$ cat src/rtl/tetris_input_ctrl.sv
// tetris_input_ctrl
// Turns four raw push-buttons into single-cycle command pulses for tetris_grid.
// Each button is synchronised with two flops, debounced with a counter and
// edge-detected. Left, right and down auto-repeat while held. Rotate fires
// once per press.
//
// Ports:
//   clk         system clock, single domain
//   reset       synchronous active-high reset
//   btn_left    raw buttons, active-high, asynchronous to clk
//   btn_right
//   btn_down
//   btn_rotate
//   game_over   from tetris_grid; while high every command output is held low
//   move_left   one-cycle command pulses, registered
//   move_right
//   move_down
//   rotate

module tetris_input_ctrl #(
    parameter int DEBOUNCE_CYCLES = 1_000_000,
    parameter int REPEAT_DELAY    = 12_000_000,
    parameter int REPEAT_PERIOD   = 4_800_000,
    parameter int DOWN_PERIOD     = 2_400_000
) (
    input  logic clk,
    input  logic reset,
    input  logic btn_left,
    input  logic btn_right,
    input  logic btn_down,
    input  logic btn_rotate,
    input  logic game_over,
    output logic move_left,
    output logic move_right,
    output logic move_down,
    output logic rotate
);

    localparam int DB_W      = (DEBOUNCE_CYCLES > 2) ? $clog2(DEBOUNCE_CYCLES) : 1;
    localparam int MAX_RPT   = (REPEAT_DELAY > REPEAT_PERIOD) ? REPEAT_DELAY : REPEAT_PERIOD;
    localparam int TIMER_MAX = (MAX_RPT > DOWN_PERIOD) ? MAX_RPT : DOWN_PERIOD;
    localparam int TMR_W     = $clog2(TIMER_MAX);

    localparam logic [DB_W-1:0]  DB_LAST    = DB_W'(DEBOUNCE_CYCLES - 1);
    localparam logic [TMR_W-1:0] DELAY_LAST = TMR_W'(REPEAT_DELAY - 1);
    localparam logic [TMR_W-1:0] RPT_LAST   = TMR_W'(REPEAT_PERIOD - 1);
    localparam logic [TMR_W-1:0] DOWN_LAST  = TMR_W'(DOWN_PERIOD - 1);

    // Button slot indices shared by every per-button vector below.
    localparam int B_LEFT   = 0;
    localparam int B_RIGHT  = 1;
    localparam int B_DOWN   = 2;
    localparam int B_ROTATE = 3;

    localparam logic [1:0] ST_IDLE   = 2'd0;
    localparam logic [1:0] ST_DELAY  = 2'd1;
    localparam logic [1:0] ST_REPEAT = 2'd2;

    logic [3:0]       btn_raw;
    logic [3:0]       sync1_q, sync1_d;
    logic [3:0]       sync2_q, sync2_d;
    logic [3:0]       db_q, db_d;
    logic [DB_W-1:0]  db_cnt_q [4];
    logic [DB_W-1:0]  db_cnt_d [4];
    logic [1:0]       state_q [3];
    logic [1:0]       state_d [3];
    logic [TMR_W-1:0] timer_q [3];
    logic [TMR_W-1:0] timer_d [3];
    logic             rot_prev_q, rot_prev_d;
    logic [3:0]       fire_q, fire_d;
    logic [3:0]       out_q, out_d;
    logic             lr_conflict;

    assign btn_raw = {btn_rotate, btn_down, btn_right, btn_left};

    // Two-flop synchronisers, one pair per button.
    always_comb begin
        sync1_d = btn_raw;
        sync2_d = sync1_q;
    end

    // Debounce: the counter measures how long the synchronised input has
    // disagreed with the debounced level. Any agreement restarts the count, so
    // only an uninterrupted run of DEBOUNCE_CYCLES disagreeing cycles flips it.
    always_comb begin
        db_d = db_q;
        for (int i = 0; i < 4; i++) begin
            db_cnt_d[i] = '0;
            if (sync2_q[i] != db_q[i]) begin
                if (db_cnt_q[i] == DB_LAST) begin
                    db_d[i] = sync2_q[i];
                end else begin
                    db_cnt_d[i] = db_cnt_q[i] + DB_W'(1);
                end
            end
        end
    end

    // Auto-repeat FSMs for left, right and down. Releasing the button always
    // wins, so IDLE can only see a high level on a fresh press.
    always_comb begin
        fire_d     = '0;
        rot_prev_d = db_q[B_ROTATE];
        for (int i = 0; i < 3; i++) begin
            state_d[i] = state_q[i];
            timer_d[i] = timer_q[i];
            if (!db_q[i]) begin
                state_d[i] = ST_IDLE;
                timer_d[i] = '0;
            end else begin
                case (state_q[i])
                    ST_IDLE: begin
                        fire_d[i]  = 1'b1;
                        timer_d[i] = DELAY_LAST;
                        state_d[i] = ST_DELAY;
                    end
                    ST_DELAY, ST_REPEAT: begin
                        if (timer_q[i] == '0) begin
                            fire_d[i]  = 1'b1;
                            timer_d[i] = (i == B_DOWN) ? DOWN_LAST : RPT_LAST;
                            state_d[i] = ST_REPEAT;
                        end else begin
                            timer_d[i] = timer_q[i] - TMR_W'(1);
                        end
                    end
                    default: begin
                        state_d[i] = ST_IDLE;
                        timer_d[i] = '0;
                    end
                endcase
            end
        end
        // Rotate never repeats: one pulse per debounced rising edge.
        fire_d[B_ROTATE] = db_q[B_ROTATE] & ~rot_prev_q;
    end

    // Output stage. Masked pulses are simply dropped; the FSMs keep their
    // schedule, so a later unmasked pulse arrives exactly when it was due.
    always_comb begin
        lr_conflict      = db_q[B_LEFT] & db_q[B_RIGHT];
        out_d[B_LEFT]    = fire_q[B_LEFT]   & ~game_over & ~lr_conflict;
        out_d[B_RIGHT]   = fire_q[B_RIGHT]  & ~game_over & ~lr_conflict;
        out_d[B_DOWN]    = fire_q[B_DOWN]   & ~game_over;
        out_d[B_ROTATE]  = fire_q[B_ROTATE] & ~game_over;
    end

    // All state registers with a synchronous reset that aborts any debounce or
    // repeat in progress; a button still held afterwards looks like a new press.
    always_ff @(posedge clk) begin
        if (reset) begin
            sync1_q    <= '0;
            sync2_q    <= '0;
            db_q       <= '0;
            rot_prev_q <= 1'b0;
            fire_q     <= '0;
            out_q      <= '0;
            for (int i = 0; i < 4; i++) begin
                db_cnt_q[i] <= '0;
            end
            for (int i = 0; i < 3; i++) begin
                state_q[i] <= ST_IDLE;
                timer_q[i] <= '0;
            end
        end else begin
            sync1_q    <= sync1_d;
            sync2_q    <= sync2_d;
            db_q       <= db_d;
            rot_prev_q <= rot_prev_d;
            fire_q     <= fire_d;
            out_q      <= out_d;
            db_cnt_q   <= db_cnt_d;
            state_q    <= state_d;
            timer_q    <= timer_d;
        end
    end

    assign move_left  = out_q[B_LEFT];
    assign move_right = out_q[B_RIGHT];
    assign move_down  = out_q[B_DOWN];
    assign rotate     = out_q[B_ROTATE];

endmodule

$ cat config.mk
export PLATFORM = sky130hd
export DESIGN_NAME = tetris_input_ctrl
export DESIGN_NICKNAME = d
export VERILOG_FILES = /design/src/rtl/tetris_input_ctrl.sv
export SDC_FILE = /design/constraint.sdc
export NUM_CORES = 1
export LEC_CHECK = 0
export BUFFER_PORTS_ARGS = -buffer_cell sky130_fd_sc_hd__buf_2
export CAP_MARGIN = 10
export CELL_PAD_IN_SITES_DETAIL_PLACEMENT = 1
export CELL_PAD_IN_SITES_GLOBAL_PLACEMENT = 1
export CORE_MARGIN = 1
export CORE_UTILIZATION = 47
export CTS_BUF_LIST = sky130_fd_sc_hd__clkbuf_8
export DETAILED_ROUTE_END_ITERATION = 16
export PLACE_DENSITY_LB_ADDON = 0.15
export SLEW_MARGIN = 20
export SYNTH_ARGS = -nofsm -noshare
export SYNTH_HDL_FRONTEND = slang
export SYNTH_SLANG_ARGS = --single-unit
$ cat constraint.sdc
create_clock -name clk -period 2.6 [get_ports clk]
set_input_delay 0.65 -clock clk [delete_from_list [all_inputs] [get_ports clk]]
set_output_delay 0.65 -clock clk [all_outputs]
set_load 0.01 [all_outputs]
# Yosys cells after proc, flatten, opt, wreduce, memory -nomap -nowiden
# Index checks and enable logic that the tools add are counted.
# op_classes
addsub,7
n_eq_ne,17
mux,18
bitwise,18
reduce_logical,20
# ops
op,count
$pmux W24 S2,3
$add A20 B1 Y20 const B,4
$eq A20 B20 Y1 const B,4
$logic_not A24 Y1,3
$mux W24,3
$sub A24 B1 Y24 const B,3
$pmux W2 S2,3
$reduce_or A2 Y1,6
$reduce_or A3 Y1,4
$not A1 Y1,10
$and A1 B1 Y1,8
$reduce_and A2 Y1,4
$eq A2 B1 Y1 const B,3
$eq A2 B2 Y1 const B,3
$logic_not A2 Y1,3
$mux W2,3
$ne A2 B2 Y1 const B,3
$pmux W1 S2,3
$ne A1 B1 Y1,4
$mux W1,3
# totals
ff_bits,179
in_bits,7
out_inout_bits,4

# Longest topological paths before layout
# Gate-level depths: netlist of the first run.
# depth
word_depth,3
mapped_depth,8

# Worst setup path after synthesis of the first run
# No wires, ideal clock.
# synth_timing
path_type,reg-to-reg
start,register timer_q[65] in the netlist's numbering
end,register state_q[4] in the netlist's numbering
setup_ns,0.116
t_arrival_ns,2.015
required_time_ns,2.484
slack_ns,0.469
stages_incl_launch_ff,6
path_buffers,1
period_less_slack_ns,2.131
cell_sequence,dfxtp_1 -> or4_4 -> or4_4 -> or3_1 -> buf_6 -> a41o_1
# synth_between
elab_chain_cells,2
# synth_rtl
element,line,text
"start, declared",67,logic [TMR_W-1:0] timer_q [3];
"start signal, assigned",173,timer_q <= timer_d;
$logic_not A24 Y1,118,if (timer_q[i] == '0) begin
$ne A2 B2 Y1 (no line),n/a,
"end signal, assigned",172,state_q <= state_d;
"end, declared",65,logic [1:0] state_q [3];
# No other way between the ends.
# A chain may end at the register's enable or synchronous reset.

# Worst setup path in the final report of the first run
# Same ends and word-level chain as after synthesis.

==> results of run 1 <==
## final cells by class
class / count / area [um2]
clock inverter: 15 / 150.1
clock buffer: 17 / 234.0
fill: 1868 / 7495
multi-input combinational: 657 / 4054
inverter: 21 / 78.83
timing repair buffer: 29 / 192.7
tap: 216 / 270.3
sequential: 179 / 3583
## path summary, 6_finish.rpt
check	from	cells past startpoint	to
worst max register to register	timer_q[65]$_SDFF_PP0_	4	state_q[4]$_SDFFE_PP0P_
worst min-delay path	game_over	2	out_q[2]$_SDFF_PP0_
worst min register to register	rot_prev_q$_SDFF_PP0_	1	fire_q[3]$_SDFF_PP0_
worst max-delay path	timer_q[65]$_SDFF_PP0_	4	state_q[4]$_SDFFE_PP0P_
## worst max-delay path, cell delays in order, from the launching register on
cell                      delay, ns
sky130_fd_sc_hd__dfxtp_1       0.36
sky130_fd_sc_hd__or4_4         0.57
sky130_fd_sc_hd__or4_4         0.47
sky130_fd_sc_hd__or3_1         0.48
sky130_fd_sc_hd__a41o_1        0.27
## stage by stage
| step | total power, mW | setup slack [ns] | instance area, um2 | std cells |
|---|---|---|---|---|
| global placement | 2.850 | 0.3957 | 8173 | 1102 |
| global route | 4.822 | 0.1854 | 8563 | 1134 |
| finish | 4.645 | 0.3452 | 8563 | 1134 |
| CTS | 4.705 | 0.2186 | 8557 | 1134 |
| floorplan | 2.836 | 0.4688 | 7815 | 883 |
| detailed placement | 2.852 | 0.2525 | 8173 | 1102 |
## kinds of logic (layout without fill, tap and decap cells)
| family | count (synthesis) | after routing |
|---|---|---|
| AOI/OAI and AO/OA | 99 | 99 |
| xor gates and xnor gates | 124 | 124 |
| adders and majority gates | 15 | 15 |
| buffers and inverters | 47 | 82 |
| DFF | 179 | 179 |
| muxes | 4 | 4 |
| and+or+nand+nor | 415 | 415 |
## cells in the mapped netlist (3+ instances only)
cell type,n
sky130_fd_sc_hd__a21o_1,4
sky130_fd_sc_hd__a21oi_1,20
sky130_fd_sc_hd__a31oi_1,8
sky130_fd_sc_hd__and2_1,10
sky130_fd_sc_hd__and3_1,16
sky130_fd_sc_hd__and4_1,14
sky130_fd_sc_hd__clkbuf_1,23
sky130_fd_sc_hd__dfxtp_1,179
sky130_fd_sc_hd__ha_1,15
sky130_fd_sc_hd__inv_1,21
sky130_fd_sc_hd__mux2i_1,4
sky130_fd_sc_hd__nand2_1,63
sky130_fd_sc_hd__nand2b_1,4
sky130_fd_sc_hd__nand3_1,45
sky130_fd_sc_hd__nand3b_1,5
sky130_fd_sc_hd__nand4_1,16
sky130_fd_sc_hd__nor2_1,130
sky130_fd_sc_hd__nor2b_1,15
sky130_fd_sc_hd__nor3_1,34
sky130_fd_sc_hd__nor3b_1,5
sky130_fd_sc_hd__nor4_1,21
sky130_fd_sc_hd__nor4b_1,6
sky130_fd_sc_hd__o21a_1,7
sky130_fd_sc_hd__o21ai_0,39
sky130_fd_sc_hd__o31a_1,4
sky130_fd_sc_hd__o31ai_1,3
sky130_fd_sc_hd__or3_1,15
sky130_fd_sc_hd__or4_1,4
sky130_fd_sc_hd__or4b_2,3
sky130_fd_sc_hd__xnor2_1,49
sky130_fd_sc_hd__xor2_1,75
## registers in the layout (all words and copies together) (netlist names)
name        count
rot_prev_q      1
db_cnt_q       80
fire_q          4
state_q         6
sync2_q         4
db_q            4
sync1_q         4
timer_q        72
out_q           4
## layer usage
layer  part of all wire [%]  vias up  wire [um]  global-route usage, %
met5                      0        -          0                      0
met4                    1.0        0        180                  6.153
met3                    1.9       15        327                  4.438
met2                     51       46       8834                  39.62
met1                     46     2978       7878                  24.96
li1                       -     3089          -                      -
## power breakdown
part,internal (mW),switching (mW),leakage [nW]
combinational,0.0127,0.0227,1.80
sequential,2.75,0.00465,1.44
clock,0.784,1.07,0.189
total,3.54,1.10,3.43
==> results_tabular.tex, run 1 <==
\begin{tabular}{lr}
\hline
Metric & Value \\
\hline
\multicolumn{2}{l}{\textbf{CTS}} \\
TritonCTS clock tree & yes \\
Maximum clock insertion buffer count & 2 \\
Resized Gates After CTS & 0 \\
Sinks on the clock net & 179 \\
Clock tree root buffer cell & sky130\_fd\_sc\_hd\_\_clkbuf\_8 \\
Clock latency at the later pin of the worst-skew pair & around 0.46 ns \\
Clock slew at the register clock pins of the worst setup and hold paths & 0.10 ns \\
Hold buffer count at cts & 0 \\
Post-CTS Setup Repair Bufs & 0 \\
TritonCTS Buffers & 17 \\
CTS H-tree lvls & 4 \\
\multicolumn{2}{l}{\textbf{STA}} \\
Period utilisation layout & 86.72\% \\
Slew Limit Headroom & between 50\% and 60\% \\
Sum Neg Setup Slack & 0 ns \\
Fin Hold WS & between 0.3 and 0.4 ns \\
Post-route clock skew & 0.01256 ns \\
Slew at the pin closest to its max-slew limit & roughly 0.73 ns \\
RSZ-0062 raised after global routing & false \\
Hold Vio Cnt, Final & 0 \\
Period minus WS final & $\sim$2.3 ns \\
Maximum clock frequency & 443.5 MHz \\
Setup Viol. Count Final & 0 \\
Number of max-slew violations in the final report & 0 \\
\multicolumn{2}{l}{\textbf{Power}} \\
Leakage power of the design & about 3.4 nW \\
Worst voltage drop across the vdd grid & 0.0003120 V \\
Power density cells & between 500 and 600 mW/mm2 \\
\multicolumn{2}{l}{\textbf{Die}} \\
Core area & 0.01606 mm2 \\
X dimension of the die & 131.0 um \\
DIE HEIGHT & 131.0 um \\
Standard-cell row count & 46 \\
Die Outline Area & 0.01715 mm2 \\
Top Ports & 11 \\
Initial standard-cell utilization of the core & 48.67\% \\
\multicolumn{2}{l}{\textbf{Detailed routing}} \\
Residual antenna-violating net count after detailed routing & 0 \\
Average wire per standard cell & 15.19 um \\
DRC Markers & 0 \\
TritonRoute pass-1 iters & 4 \\
Number of violations reported at the end of detailed-routing iteration 0 & 287 \\
Final wirelength & 17,220 um \\
Via density per instance & 5.404 \\
Detailed-route via count & 6,128 \\
\multicolumn{2}{l}{\textbf{Synthesis}} \\
XOR/XNOR Fraction of Synth Area & $\sim$14\% \\
Nets in the synthesized netlist & 905 \\
Combined area of all synthesized cells & 0.007815 mm2 \\
Fraction of the yosys area taken by sequential cells & 45.85\% \\
Number of warnings printed during yosys synthesis & 0 \\
Dominant combinational cell family by area after synthesis & simple AND/OR/NAND/NOR gates \\
Post-Synth Adder-Cell Area & under 10\% \\
Synth area leaders & sky130\_fd\_sc\_hd\_\_dfxtp\_1 (46\%), sky130\_fd\_sc\_hd\_\_xor2\_1 (8.4\%), sky130\_fd\_sc\_hd\_\_nor2\_1 (6.2\%), sky130\_fd\_sc\_hd\_\_xnor2\_1 (5.5\%), sky130\_fd\_sc\_hd\_\_nand2\_1 (3.0\%) \\
Number of flops mapped to enable cells by yosys & 0 \\
Post-synthesis simple-gate area fraction & 27.25\% \\
Library cell occupying the most area in the post-synthesis netlist & sky130\_fd\_sc\_hd\_\_dfxtp\_1 \\
Most used DFF post-synth & sky130\_fd\_sc\_hd\_\_dfxtp\_1 \\
Area fraction of the dominant cell type after synthesis & 45.85\% \\
Number of register bits inferred by synthesis & 179 \\
Proportion of synthesized area in mux cells & 0.5123\% \\
Count of unique library cells instantiated by Yosys & 50 \\
Mean area per synthesized cell & 8.851 um2 \\
Complex-gate fraction of the synthesized area & 7.733\% \\
Number of instances in the synthesized netlist & 883 \\
Fraction of synthesis flops using an asynchronous set or reset pin & 0\% \\
\multicolumn{2}{l}{\textbf{Worst setup path}} \\
CP Launch Type & flop \\
CP max FO & 6 \\
Worst path required time & 2.96 ns \\
Worst-case register-to-register setup slack & between 0.3 and 0.4 ns \\
Worst setup EP type & flop \\
Arr. time, crit path & 2.61 ns \\
Kind of critical path & flop to flop \\
\multicolumn{2}{l}{\textbf{Global route}} \\
GRT Residual Overflow & 0 \\
First-pass GRT wire length & about 30,000 um \\
Number of global-route vias before repair & roughly 6,400 \\
Total Routing Usage GR & around 21\% \\
Number of antenna violations at the first check in global routing & 0 \\
Largest net degree at the start of global routing & 21 \\
\multicolumn{2}{l}{\textbf{Layout}} \\
Fraction of final layout cells with drive strength greater than 1 & 7.952\% \\
Final standard cell utilization of the core & a little over half \\
Number of antenna cells inserted & 0 \\
Synthesis-to-layout area growth & 9.574\% \\
Nets & between 900 and 1,000 \\
Most frequent standard cell in the layout excluding fill and tap cells & sky130\_fd\_sc\_hd\_\_dfxtp\_1 \\
Most used cells in the layout excluding fill and tap cells & sky130\_fd\_sc\_hd\_\_dfxtp\_1 (179), sky130\_fd\_sc\_hd\_\_nor2\_1 (130), sky130\_fd\_sc\_hd\_\_xor2\_1 (75) \\
\multicolumn{2}{l}{\textbf{Min path}} \\
Type of the tightest min-delay check & primary input to flop \\
\multicolumn{2}{l}{\textbf{Place}} \\
Estimated wirelength of the detail-placed design & 12,480 um \\
Routability-driven placement congestion ratio & 0.8271 \\
I/O Buffers & 10 \\
\multicolumn{2}{l}{\textbf{Run status}} \\
Result of the run & completed \\
\multicolumn{2}{l}{\textbf{Job}} \\
Max\_cap viols & 0 \\
\hline
\end{tabular}
Power figures use the tool's default switching activity.
==> inputs of run 2 (changes only) <==
Settings changed: ABC_AREA from default to 1.
==> results_tabular.tex, run 2 <==
\begin{tabular}{lr}
\hline
Metric & Value \\
\hline
\multicolumn{2}{l}{\textbf{Power}} \\
Leakage power of the design & 4.324 nW (was 3.434 nW) \\
Power density cells & 471.1 mW/mm2 (was 542.5 mW/mm2) \\
Internal power component & 3.454 mW (was 3.543 mW) \\
Net Sw Frac & 23.76\% (was 23.73\%) \\
Clk pwr share & 38.5\% (was 40.0\%) \\
Share of total power in sequential cells & 60.7\% (was 59.2\%) \\
Share of total power in combinational logic & 0.8\% (about the same) \\
Worst voltage drop across the vdd grid & 0.0003208 V (was 0.0003120 V) \\
Psw & 1.077 mW (was 1.102 mW) \\
\multicolumn{2}{l}{\textbf{Synthesis}} \\
Library cell occupying the most area in the post-synthesis netlist & sky130\_fd\_sc\_hd\_\_dfxtp\_1 (unchanged) \\
Fraction of synthesis flops using an asynchronous set or reset pin & 0\% (unchanged) \\
Number of warnings printed during yosys synthesis & 0 (unchanged) \\
Fraction of the yosys area taken by sequential cells & 39.73\% (was 45.85\%) \\
Most used DFF post-synth & sky130\_fd\_sc\_hd\_\_dfxtp\_1 (unchanged) \\
Number of register bits inferred by synthesis & 179 (unchanged) \\
Number of flops mapped to enable cells by yosys & 0 (unchanged) \\
Combined area of all synthesized cells & 0.009020 mm2 (was 0.007815 mm2) \\
Synth area leaders & sky130\_fd\_sc\_hd\_\_dfxtp\_1 (40\%), sky130\_fd\_sc\_hd\_\_nand2\_1 (13\%), sky130\_fd\_sc\_hd\_\_nor2\_1 (11\%), sky130\_fd\_sc\_hd\_\_inv\_1 (5.5\%), sky130\_fd\_sc\_hd\_\_nand3\_1 (5.3\%) (was sky130\_fd\_sc\_hd\_\_dfxtp\_1 (46\%), sky130\_fd\_sc\_hd\_\_xor2\_1 (8.4\%), sky130\_fd\_sc\_hd\_\_nor2\_1 (6.2\%), sky130\_fd\_sc\_hd\_\_xnor2\_1 (5.5\%), sky130\_fd\_sc\_hd\_\_nand2\_1 (3.0\%)) \\
Nets in the synthesized netlist & 1,332 (was 905) \\
Most used standard cell by instance count after synthesis & sky130\_fd\_sc\_hd\_\_nand2\_1 (was sky130\_fd\_sc\_hd\_\_dfxtp\_1) \\
Mean area per synthesized cell & 6.885 um2 (was 8.851 um2) \\
List of most frequent post-synthesis cells & sky130\_fd\_sc\_hd\_\_nand2\_1 (314), sky130\_fd\_sc\_hd\_\_nor2\_1 (266), sky130\_fd\_sc\_hd\_\_dfxtp\_1 (179) (was sky130\_fd\_sc\_hd\_\_dfxtp\_1 (179), sky130\_fd\_sc\_hd\_\_nor2\_1 (130), sky130\_fd\_sc\_hd\_\_xor2\_1 (75)) \\
Number of instances in the synthesized netlist & 1,310 (was 883) \\
Count of unique library cells instantiated by Yosys & 42 (was 50) \\
Area fraction of the dominant cell type after synthesis & 39.73\% (was 45.85\%) \\
\multicolumn{2}{l}{\textbf{CTS}} \\
Clock tree root buffer cell & sky130\_fd\_sc\_hd\_\_clkbuf\_8 (unchanged) \\
Resized Gates After CTS & 0 (unchanged) \\
Post-CTS Setup Repair Bufs & 0 (unchanged) \\
Sinks on the clock net & 179 (unchanged) \\
Maximum clock insertion buffer count & 2 (unchanged) \\
Clock slew at the register clock pins of the worst setup and hold paths & 0.10 ns (about the same) \\
TritonCTS Buffers & 17 (unchanged) \\
TritonCTS clock tree & yes (unchanged) \\
Hold buffer count at cts & 0 (unchanged) \\
CTS H-tree lvls & 4 (unchanged) \\
Clock latency at the later pin of the worst-skew pair & 0.46 ns (about the same) \\
\multicolumn{2}{l}{\textbf{Worst setup path}} \\
CP Launch Type & flop (unchanged) \\
Worst setup EP type & flop (unchanged) \\
Reg-to-reg critical path endpoint & db\_cnt\_q[74]\$\_SDFF\_PP0\_ (was state\_q[4]\$\_SDFFE\_PP0P\_) \\
Kind of critical path & flop to flop (unchanged) \\
Worst-case register-to-register setup slack & 0.75 ns (was 0.35 ns) \\
CP max FO & 20 (was 6) \\
Worst path required time & 2.95 ns (was 2.96 ns) \\
Worst reg2reg startpoint & db\_cnt\_q[60]\$\_SDFF\_PP0\_ (was timer\_q[65]\$\_SDFF\_PP0\_) \\
Arr. time, crit path & 2.20 ns (was 2.61 ns) \\
R2R cell count & 9 (was 4) \\
\multicolumn{2}{l}{\textbf{Die}} \\
Standard-cell row count & 50 (was 46) \\
Die Outline Area & 0.01975 mm2 (was 0.01715 mm2) \\
Top Ports & 11 (unchanged) \\
Core area & 0.01877 mm2 (was 0.01606 mm2) \\
X dimension of the die & 140.5 um (was 131.0 um) \\
Initial standard-cell utilization of the core & 48.06\% (was 48.67\%) \\
DIE HEIGHT & 140.5 um (was 131.0 um) \\
\multicolumn{2}{l}{\textbf{Job}} \\
Max\_cap viols & 0 (unchanged) \\
\multicolumn{2}{l}{\textbf{Layout}} \\
Number of antenna cells inserted & 0 (unchanged) \\
Number of flip-flops in the largest register & 80 (unchanged) \\
Fraction of final layout cells with drive strength greater than 1 & 9.605\% (was 7.952\%) \\
Final standard cell utilization of the core & 51.25\% (was 53.33\%) \\
Synthesis-to-layout area growth & 6.631\% (was 9.574\%) \\
Total of fill cells in the finished design & 2,512 (was 1,868) \\
Most used cells in the layout excluding fill and tap cells & sky130\_fd\_sc\_hd\_\_nand2\_1 (314), sky130\_fd\_sc\_hd\_\_nor2\_1 (266), sky130\_fd\_sc\_hd\_\_dfxtp\_1 (179) (was sky130\_fd\_sc\_hd\_\_dfxtp\_1 (179), sky130\_fd\_sc\_hd\_\_nor2\_1 (130), sky130\_fd\_sc\_hd\_\_xor2\_1 (75)) \\
Most frequent standard cell in the layout excluding fill and tap cells & sky130\_fd\_sc\_hd\_\_nand2\_1 (was sky130\_fd\_sc\_hd\_\_dfxtp\_1) \\
Biggest registers after layout & db\_cnt\_q: 80 flops, timer\_q: 72 flops, state\_q: 6 flops (unchanged) \\
Nets & 1,352 (was 927) \\
Largest reg by FF count & db\_cnt\_q (unchanged) \\
\multicolumn{2}{l}{\textbf{Place}} \\
Post-Place Setup Slack & 0.4742 ns (was 0.2525 ns) \\
Routability-driven placement congestion ratio & 0.8062 (was 0.8271) \\
Estimated wirelength of the detail-placed design & 16,150 um (was 12,480 um) \\
I/O Buffers & 10 (unchanged) \\
\multicolumn{2}{l}{\textbf{STA}} \\
Hold Vio Cnt, Final & 0 (unchanged) \\
RSZ-0062 raised after global routing & false (unchanged) \\
Period utilisation layout & 71.22\% (was 86.72\%) \\
Slack of the critical path & 0.7483 ns (was 0.3452 ns) \\
Sum Neg Setup Slack & 0 ns (unchanged) \\
Maximum clock frequency & 540.0 MHz (was 443.5 MHz) \\
Post-route clock skew & 0.01475 ns (was 0.01256 ns) \\
Slew at the pin closest to its max-slew limit & 0.4757 ns (was 0.7304 ns) \\
Setup Viol. Count Final & 0 (unchanged) \\
Period minus WS final & 1.852 ns (was 2.255 ns) \\
Slew Limit Headroom & 68.04\% (was 50.86\%) \\
Number of max-slew violations in the final report & 0 (unchanged) \\
\multicolumn{2}{l}{\textbf{Global route}} \\
Largest net degree at the start of global routing & 21 (unchanged) \\
GRT Residual Overflow & 0 (unchanged) \\
Total Routing Usage GR & 22.75\% (was 21.49\%) \\
Number of antenna violations at the first check in global routing & 0 (unchanged) \\
First-pass GRT wire length & 36,450 um (was 29,350 um) \\
Number of global-route vias before repair & 8,052 (was 6,367) \\
\multicolumn{2}{l}{\textbf{Detailed routing}} \\
TritonRoute pass-1 iters & 4 (unchanged) \\
Number of violations reported at the end of detailed-routing iteration 0 & 246 (was 287) \\
Residual antenna-violating net count after detailed routing & 0 (unchanged) \\
Via density per instance & 5.064 (was 5.404) \\
Detailed-route via count & 7,986 (was 6,128) \\
Final wirelength & 21,070 um (was 17,220 um) \\
DRC Markers & 0 (unchanged) \\
Average wire per standard cell & 13.36 um (was 15.19 um) \\
\multicolumn{2}{l}{\textbf{Run status}} \\
Result of the run & completed (unchanged) \\
\multicolumn{2}{l}{\textbf{Min path}} \\
Launch instance of the worst min-delay path & game\_over (unchanged) \\
Type of the tightest min-delay check & primary input to flop (unchanged) \\
Number of cells traversed by the worst hold path & 2 (unchanged) \\
End point of the worst hold path & out\_q[3]\$\_SDFF\_PP0\_ (was out\_q[2]\$\_SDFF\_PP0\_) \\
\hline
\end{tabular}
run 2: changes by cell type after synthesis, moves of 22 or more:
| cell | delta |
|---|---|
| sky130_fd_sc_hd__a21oi_1 | +30 |
| sky130_fd_sc_hd__clkbuf_1 | -22 |
| sky130_fd_sc_hd__inv_1 | +110 |
| sky130_fd_sc_hd__nand2_1 | +251 |
| sky130_fd_sc_hd__nand3_1 | +51 |
| sky130_fd_sc_hd__nor2_1 | +136 |
| sky130_fd_sc_hd__nor2_2 | +28 |
| sky130_fd_sc_hd__xnor2_1 | -25 |
| sky130_fd_sc_hd__xor2_1 | -51 |
run 2: critical path: stages (launching register included):
cell and delay [ns]:
sky130_fd_sc_hd__dfxtp_1 0.42, sky130_fd_sc_hd__ha_1 0.28, sky130_fd_sc_hd__nand2_1 0.09, sky130_fd_sc_hd__inv_1 0.09
sky130_fd_sc_hd__nand3_1 0.12, sky130_fd_sc_hd__nor2_1 0.17, sky130_fd_sc_hd__nand3_1 0.15, sky130_fd_sc_hd__nand2_1 0.09
sky130_fd_sc_hd__buf_4 0.24, sky130_fd_sc_hd__nor3_1 0.08
run 2: logic make-up after synthesis:
logic type                 synth area share, %
adders and majority gates                2.081
and+or+nand+nor                          40.91
buffers and inverters                    7.088
DFF                                      39.73
AOI/OAI and AO/OA                        5.535
xor gates and xnor gates                 4.661
run 2: area by class of cell:
cell class | count | area (um2) | share of cell area (%)
multi-input cells | 980 | 4797 | 49.88
flip-flops and latches | 179 | 3583 | 37.26
inverters | 140 | 525.5 | 5.464
well taps | 234 | 292.8 | 3.044
clock buffers | 18 | 247.7 | 2.576
clock inverters | 14 | 106.4 | 1.106
repair buffers | 12 | 65.06 | 0.6765
run 2: how the worst max path moves through the flow:
stage                             from                      end  slack [ns]  depth (start not counted)
2_1_floorplan                    reset   timer_q[17]$_SDFF_PP0_        1.06                          8
3_3_place_gp                     reset   timer_q[42]$_SDFF_PP0_        0.62                         10
3_5_place_dp                     reset   timer_q[42]$_SDFF_PP0_        0.47                         10
4_1_cts        db_cnt_q[60]$_SDFF_PP0_  db_cnt_q[74]$_SDFF_PP0_        0.73                          9
5_1_grt        db_cnt_q[20]$_SDFF_PP0_  db_cnt_q[37]$_SDFF_PP0_        0.55                          8
6_report       db_cnt_q[60]$_SDFF_PP0_  db_cnt_q[74]$_SDFF_PP0_        0.75                          9
run 2: per-layer routing:
metal	routed length [um]	global-route usage (%)
met5	0	0
met4	308	6.522
met3	435	4.274
met2	10620	41.92
met1	9701	26.75
run 2: metrics by stage:
step	cells	hold slack [ns]	cell area (um2)	total power, mW
after detailed placement	1545	0.3897	9264	2.854
after global routing	1577	0.3315	9618	4.723
after CTS	1577	0.3227	9618	4.609
final	1577	0.3564	9618	4.531
after global placement	1545	0.3792	9264	2.852
after floorplan	1310	0.3760	9020	2.841
run 2: power by group through the flow:
stage | combinational [mW] | sequential, mW | clock, mW
finish | 0.0364 | 2.75 | 1.74
global route | 0.0412 | 2.75 | 1.93
CTS | 0.0374 | 2.75 | 1.82
detailed placement | 0.0375 | 2.82 | 0
global placement | 0.0363 | 2.82 | 0
floorplan | 0.0270 | 2.81 | 0
==> inputs of run 3 (changes only) <==
Settings changed: CORE_UTILIZATION 47 to 43.
Clock period 2.6 ns to 1.5 ns, I/O delays scaled along.
==> results_tabular.tex, run 3 (same netlist as run 2, synthesis figures left out) <==
\begin{tabular}{lr}
\hline
Metric & Value \\
\hline
\multicolumn{2}{l}{\textbf{Run status}} \\
Result of the run & completed (unchanged) \\
\multicolumn{2}{l}{\textbf{Power}} \\
Overall Power & 8.150 mW (was 4.531 mW) \\
Internal power component & 6.040 mW (was 3.454 mW) \\
Worst voltage drop across the vdd grid & 0.0005185 V (was 0.0003208 V) \\
Leakage power of the design & 5.309 nW (was 4.324 nW) \\
Clk pwr share & 40.2\% (was 38.5\%) \\
Power density cells & 699.9 mW/mm2 (was 471.1 mW/mm2) \\
Share of total power in combinational logic & 1.3\% (was 0.8\%) \\
Psw & 2.110 mW (was 1.077 mW) \\
Net Sw Frac & 25.89\% (was 23.76\%) \\
Share of total power in sequential cells & 58.5\% (was 60.7\%) \\
\multicolumn{2}{l}{\textbf{STA}} \\
RSZ-0062 raised after global routing & true (was false) \\
Slew at the pin closest to its max-slew limit & 0.5407 ns (was 0.4757 ns) \\
Number of max-slew violations in the final report & 0 (unchanged) \\
Period minus WS final & 1.493 ns (was 1.852 ns) \\
Post-route clock skew & 0.01957 ns (was 0.01475 ns) \\
Period utilisation layout & 99.57\% (was 71.22\%) \\
Maximum clock frequency & 669.6 MHz (was 540.0 MHz) \\
Hold Vio Cnt, Final & 0 (unchanged) \\
Slack of the critical path & 0.006519 ns (was 0.7483 ns) \\
Setup Viol. Count Final & 0 (unchanged) \\
Slew Limit Headroom & 63.95\% (was 68.04\%) \\
\multicolumn{2}{l}{\textbf{Detailed routing}} \\
Number of violations reported at the end of detailed-routing iteration 0 & 268 (was 246) \\
Final wirelength & 26,850 um (was 21,070 um) \\
Residual antenna-violating net count after detailed routing & 0 (unchanged) \\
DRC Markers & 0 (unchanged) \\
Detailed-route via count & 8,932 (was 7,986) \\
Average wire per standard cell & 15.24 um (was 13.36 um) \\
TritonRoute pass-1 iters & 4 (unchanged) \\
Via density per instance & 5.069 (was 5.064) \\
\multicolumn{2}{l}{\textbf{Die}} \\
Top Ports & 11 (unchanged) \\
Core area & 0.02043 mm2 (was 0.01877 mm2) \\
Standard-cell row count & 52 (was 50) \\
DIE HEIGHT & 146.8 um (was 140.5 um) \\
X dimension of the die & 146.8 um (was 140.5 um) \\
Die Outline Area & 0.02156 mm2 (was 0.01975 mm2) \\
Initial standard-cell utilization of the core & 44.15\% (was 48.06\%) \\
\multicolumn{2}{l}{\textbf{Worst setup path}} \\
CP Launch Type & flop (unchanged) \\
Arr. time, crit path & 1.86 ns (was 2.20 ns) \\
Worst path required time & 1.87 ns (was 2.95 ns) \\
Worst setup EP type & flop (unchanged) \\
Critical path startpoint & db\_cnt\_q[40]\$\_SDFF\_PP0\_ (was db\_cnt\_q[60]\$\_SDFF\_PP0\_) \\
Worst reg2reg startpoint & db\_cnt\_q[40]\$\_SDFF\_PP0\_ (was db\_cnt\_q[60]\$\_SDFF\_PP0\_) \\
CP max FO & 3 (was 20) \\
Worst-case register-to-register setup slack & 0.007 ns (was 0.75 ns) \\
Kind of critical path & flop to flop (unchanged) \\
\multicolumn{2}{l}{\textbf{Global route}} \\
Number of antenna violations at the first check in global routing & 2 (was 0) \\
Number of global-route vias before repair & 9,007 (was 8,052) \\
Largest net degree at the start of global routing & 20 (was 21) \\
Total Routing Usage GR & 23.59\% (was 22.75\%) \\
First-pass GRT wire length & 41,810 um (was 36,450 um) \\
GRT Residual Overflow & 0 (unchanged) \\
\multicolumn{2}{l}{\textbf{Layout}} \\
Synthesis-to-layout area growth & 29.10\% (was 6.631\%) \\
Area of all placed cells without fillers & 0.01164 mm2 (was 0.009618 mm2) \\
Largest reg by FF count & db\_cnt\_q (unchanged) \\
Number of flip-flops in the largest register & 80 (unchanged) \\
Most used cells in the layout excluding fill and tap cells & sky130\_fd\_sc\_hd\_\_nand2\_1 (286), sky130\_fd\_sc\_hd\_\_nor2\_1 (206), sky130\_fd\_sc\_hd\_\_dfxtp\_1 (138) (was sky130\_fd\_sc\_hd\_\_nand2\_1 (314), sky130\_fd\_sc\_hd\_\_nor2\_1 (266), sky130\_fd\_sc\_hd\_\_dfxtp\_1 (179)) \\
Most frequent standard cell in the layout excluding fill and tap cells & sky130\_fd\_sc\_hd\_\_nand2\_1 (unchanged) \\
Biggest registers after layout & db\_cnt\_q: 80 flops, timer\_q: 72 flops, state\_q: 6 flops (unchanged) \\
Nets & 1,499 (was 1,352) \\
Fraction of final layout cells with drive strength greater than 1 & 30.60\% (was 9.605\%) \\
Final standard cell utilization of the core & 57.00\% (was 51.25\%) \\
\multicolumn{2}{l}{\textbf{Min path}} \\
Launch instance of the worst min-delay path & game\_over (unchanged) \\
Type of the tightest min-delay check & primary input to flop (unchanged) \\
\multicolumn{2}{l}{\textbf{CTS}} \\
TritonCTS clock tree & yes (unchanged) \\
CTS H-tree lvls & 4 (unchanged) \\
Clock latency at the later pin of the worst-skew pair & 0.48 ns (was 0.46 ns) \\
Hold buffer count at cts & 0 (unchanged) \\
Clock tree root buffer cell & sky130\_fd\_sc\_hd\_\_clkbuf\_8 (unchanged) \\
Sinks on the clock net & 179 (unchanged) \\
TritonCTS Buffers & 17 (unchanged) \\
Maximum clock insertion buffer count & 2 (unchanged) \\
Clock slew at the register clock pins of the worst setup and hold paths & 0.11 ns (was 0.10 ns) \\
\multicolumn{2}{l}{\textbf{Job}} \\
Max\_cap viols & 0 (unchanged) \\
\multicolumn{2}{l}{\textbf{Place}} \\
Area after DPL & 0.01021 mm2 (was 0.009264 mm2) \\
Post-Place Setup Slack & -0.1945 ns (was 0.4742 ns) \\
Routability-driven placement congestion ratio & 0.8360 (was 0.8062) \\
I/O Buffers & 10 (unchanged) \\
Estimated wirelength of the detail-placed design & 17,760 um (was 16,150 um) \\
\hline
\end{tabular}
==> run 3: cell types whose count changed in the layout (fill, tap and decap cells not counted), moves of 14 or more <==
cell / before / now
sky130_fd_sc_hd__buf_4: 2 / 132
sky130_fd_sc_hd__nor2_1: 266 / 206
sky130_fd_sc_hd__dfxtp_1: 179 / 138
sky130_fd_sc_hd__dfxtp_2: 0 / 41
sky130_fd_sc_hd__nor2_2: 28 / 67
sky130_fd_sc_hd__nand2_1: 314 / 286
sky130_fd_sc_hd__nor2_4: 5 / 26
sky130_fd_sc_hd__nand2_2: 14 / 34
sky130_fd_sc_hd__inv_1: 133 / 114
sky130_fd_sc_hd__inv_2: 9 / 23
sky130_fd_sc_hd__nand3_1: 96 / 82
==> run 3: final cells by class <==
class                           count  area [um2]
Clock buffer                       17       234.0
Antenna cell                        2       5.005
Multi-Input combinational cell    982        5469
Timing Repair inverter              1       6.256
Inverter                          140       535.5
Clock inverter                     15       136.4
Fill cell                        2633        8785
Sequential cell                   179        3635
Tap cell                          270       337.8
Timing Repair Buffer              156        1286
==> run 3: timing repair <==
action / 4_1_cts / 5_1_grt
pin swaps: 16 / 35
resized for setup: 57 / 181
buffers inserted: 11 / 19
gates cloned: 3 / 3
endpoints found under the setup margin: 93 / 139
endpoints found under the hold margin: 0 / 0
==> run 3: power by group through the flow <==
stage                     Sequential, mW  Clock (mW)  Combinational (mW)
final                               4.77        3.27               0.105
after global routing                4.77        3.52               0.116
after CTS                           4.77        3.33              0.0991
after detailed placement            4.88           0              0.0871
after global placement              4.88           0              0.0850
after floorplan                     4.88           0              0.0468
==> run 3: final timing paths <==
kind,cells after the start,to
setup reg to reg,9,db_cnt_q[53]$_SDFF_PP0_
hold / removal,2,out_q[3]$_SDFF_PP0_
hold reg to reg,1,fire_q[3]$_SDFF_PP0_
setup / recovery,9,db_cnt_q[53]$_SDFF_PP0_
==> run 3: routing by layer <==
metal,vias to the layer above,part of all wire (%),GRT usage [%]
li1,4483,-,-
met1,4324,45,29.03
met2,98,52,42.63
met3,27,1.9,3.634
met4,0,1.4,6.042
met5,-,0,0
==> run 3: metrics by stage <==
stage               cells  hold slack (ns)  setup TNS [ns]
finish               1762           0.1082               0
floorplan            1310           0.3760               0
global route         1762          0.09477          -1.656
detailed placement   1693           0.3990          -6.521
CTS                  1739          0.08812        -0.02850
global placement     1693           0.3895          -1.077
==> run 3: critical path, cell delays in order, from the launching register on <==
cell,delay [ns]
sky130_fd_sc_hd__dfxtp_2,0.37
sky130_fd_sc_hd__ha_4,0.15
sky130_fd_sc_hd__nand3_4,0.10
sky130_fd_sc_hd__nor2_4,0.12
sky130_fd_sc_hd__nand2_2,0.08
sky130_fd_sc_hd__nor3_4,0.18
sky130_fd_sc_hd__nand2_4,0.14
sky130_fd_sc_hd__buf_6,0.15
sky130_fd_sc_hd__nand3_1,0.06
sky130_fd_sc_hd__nor2_1,0.04
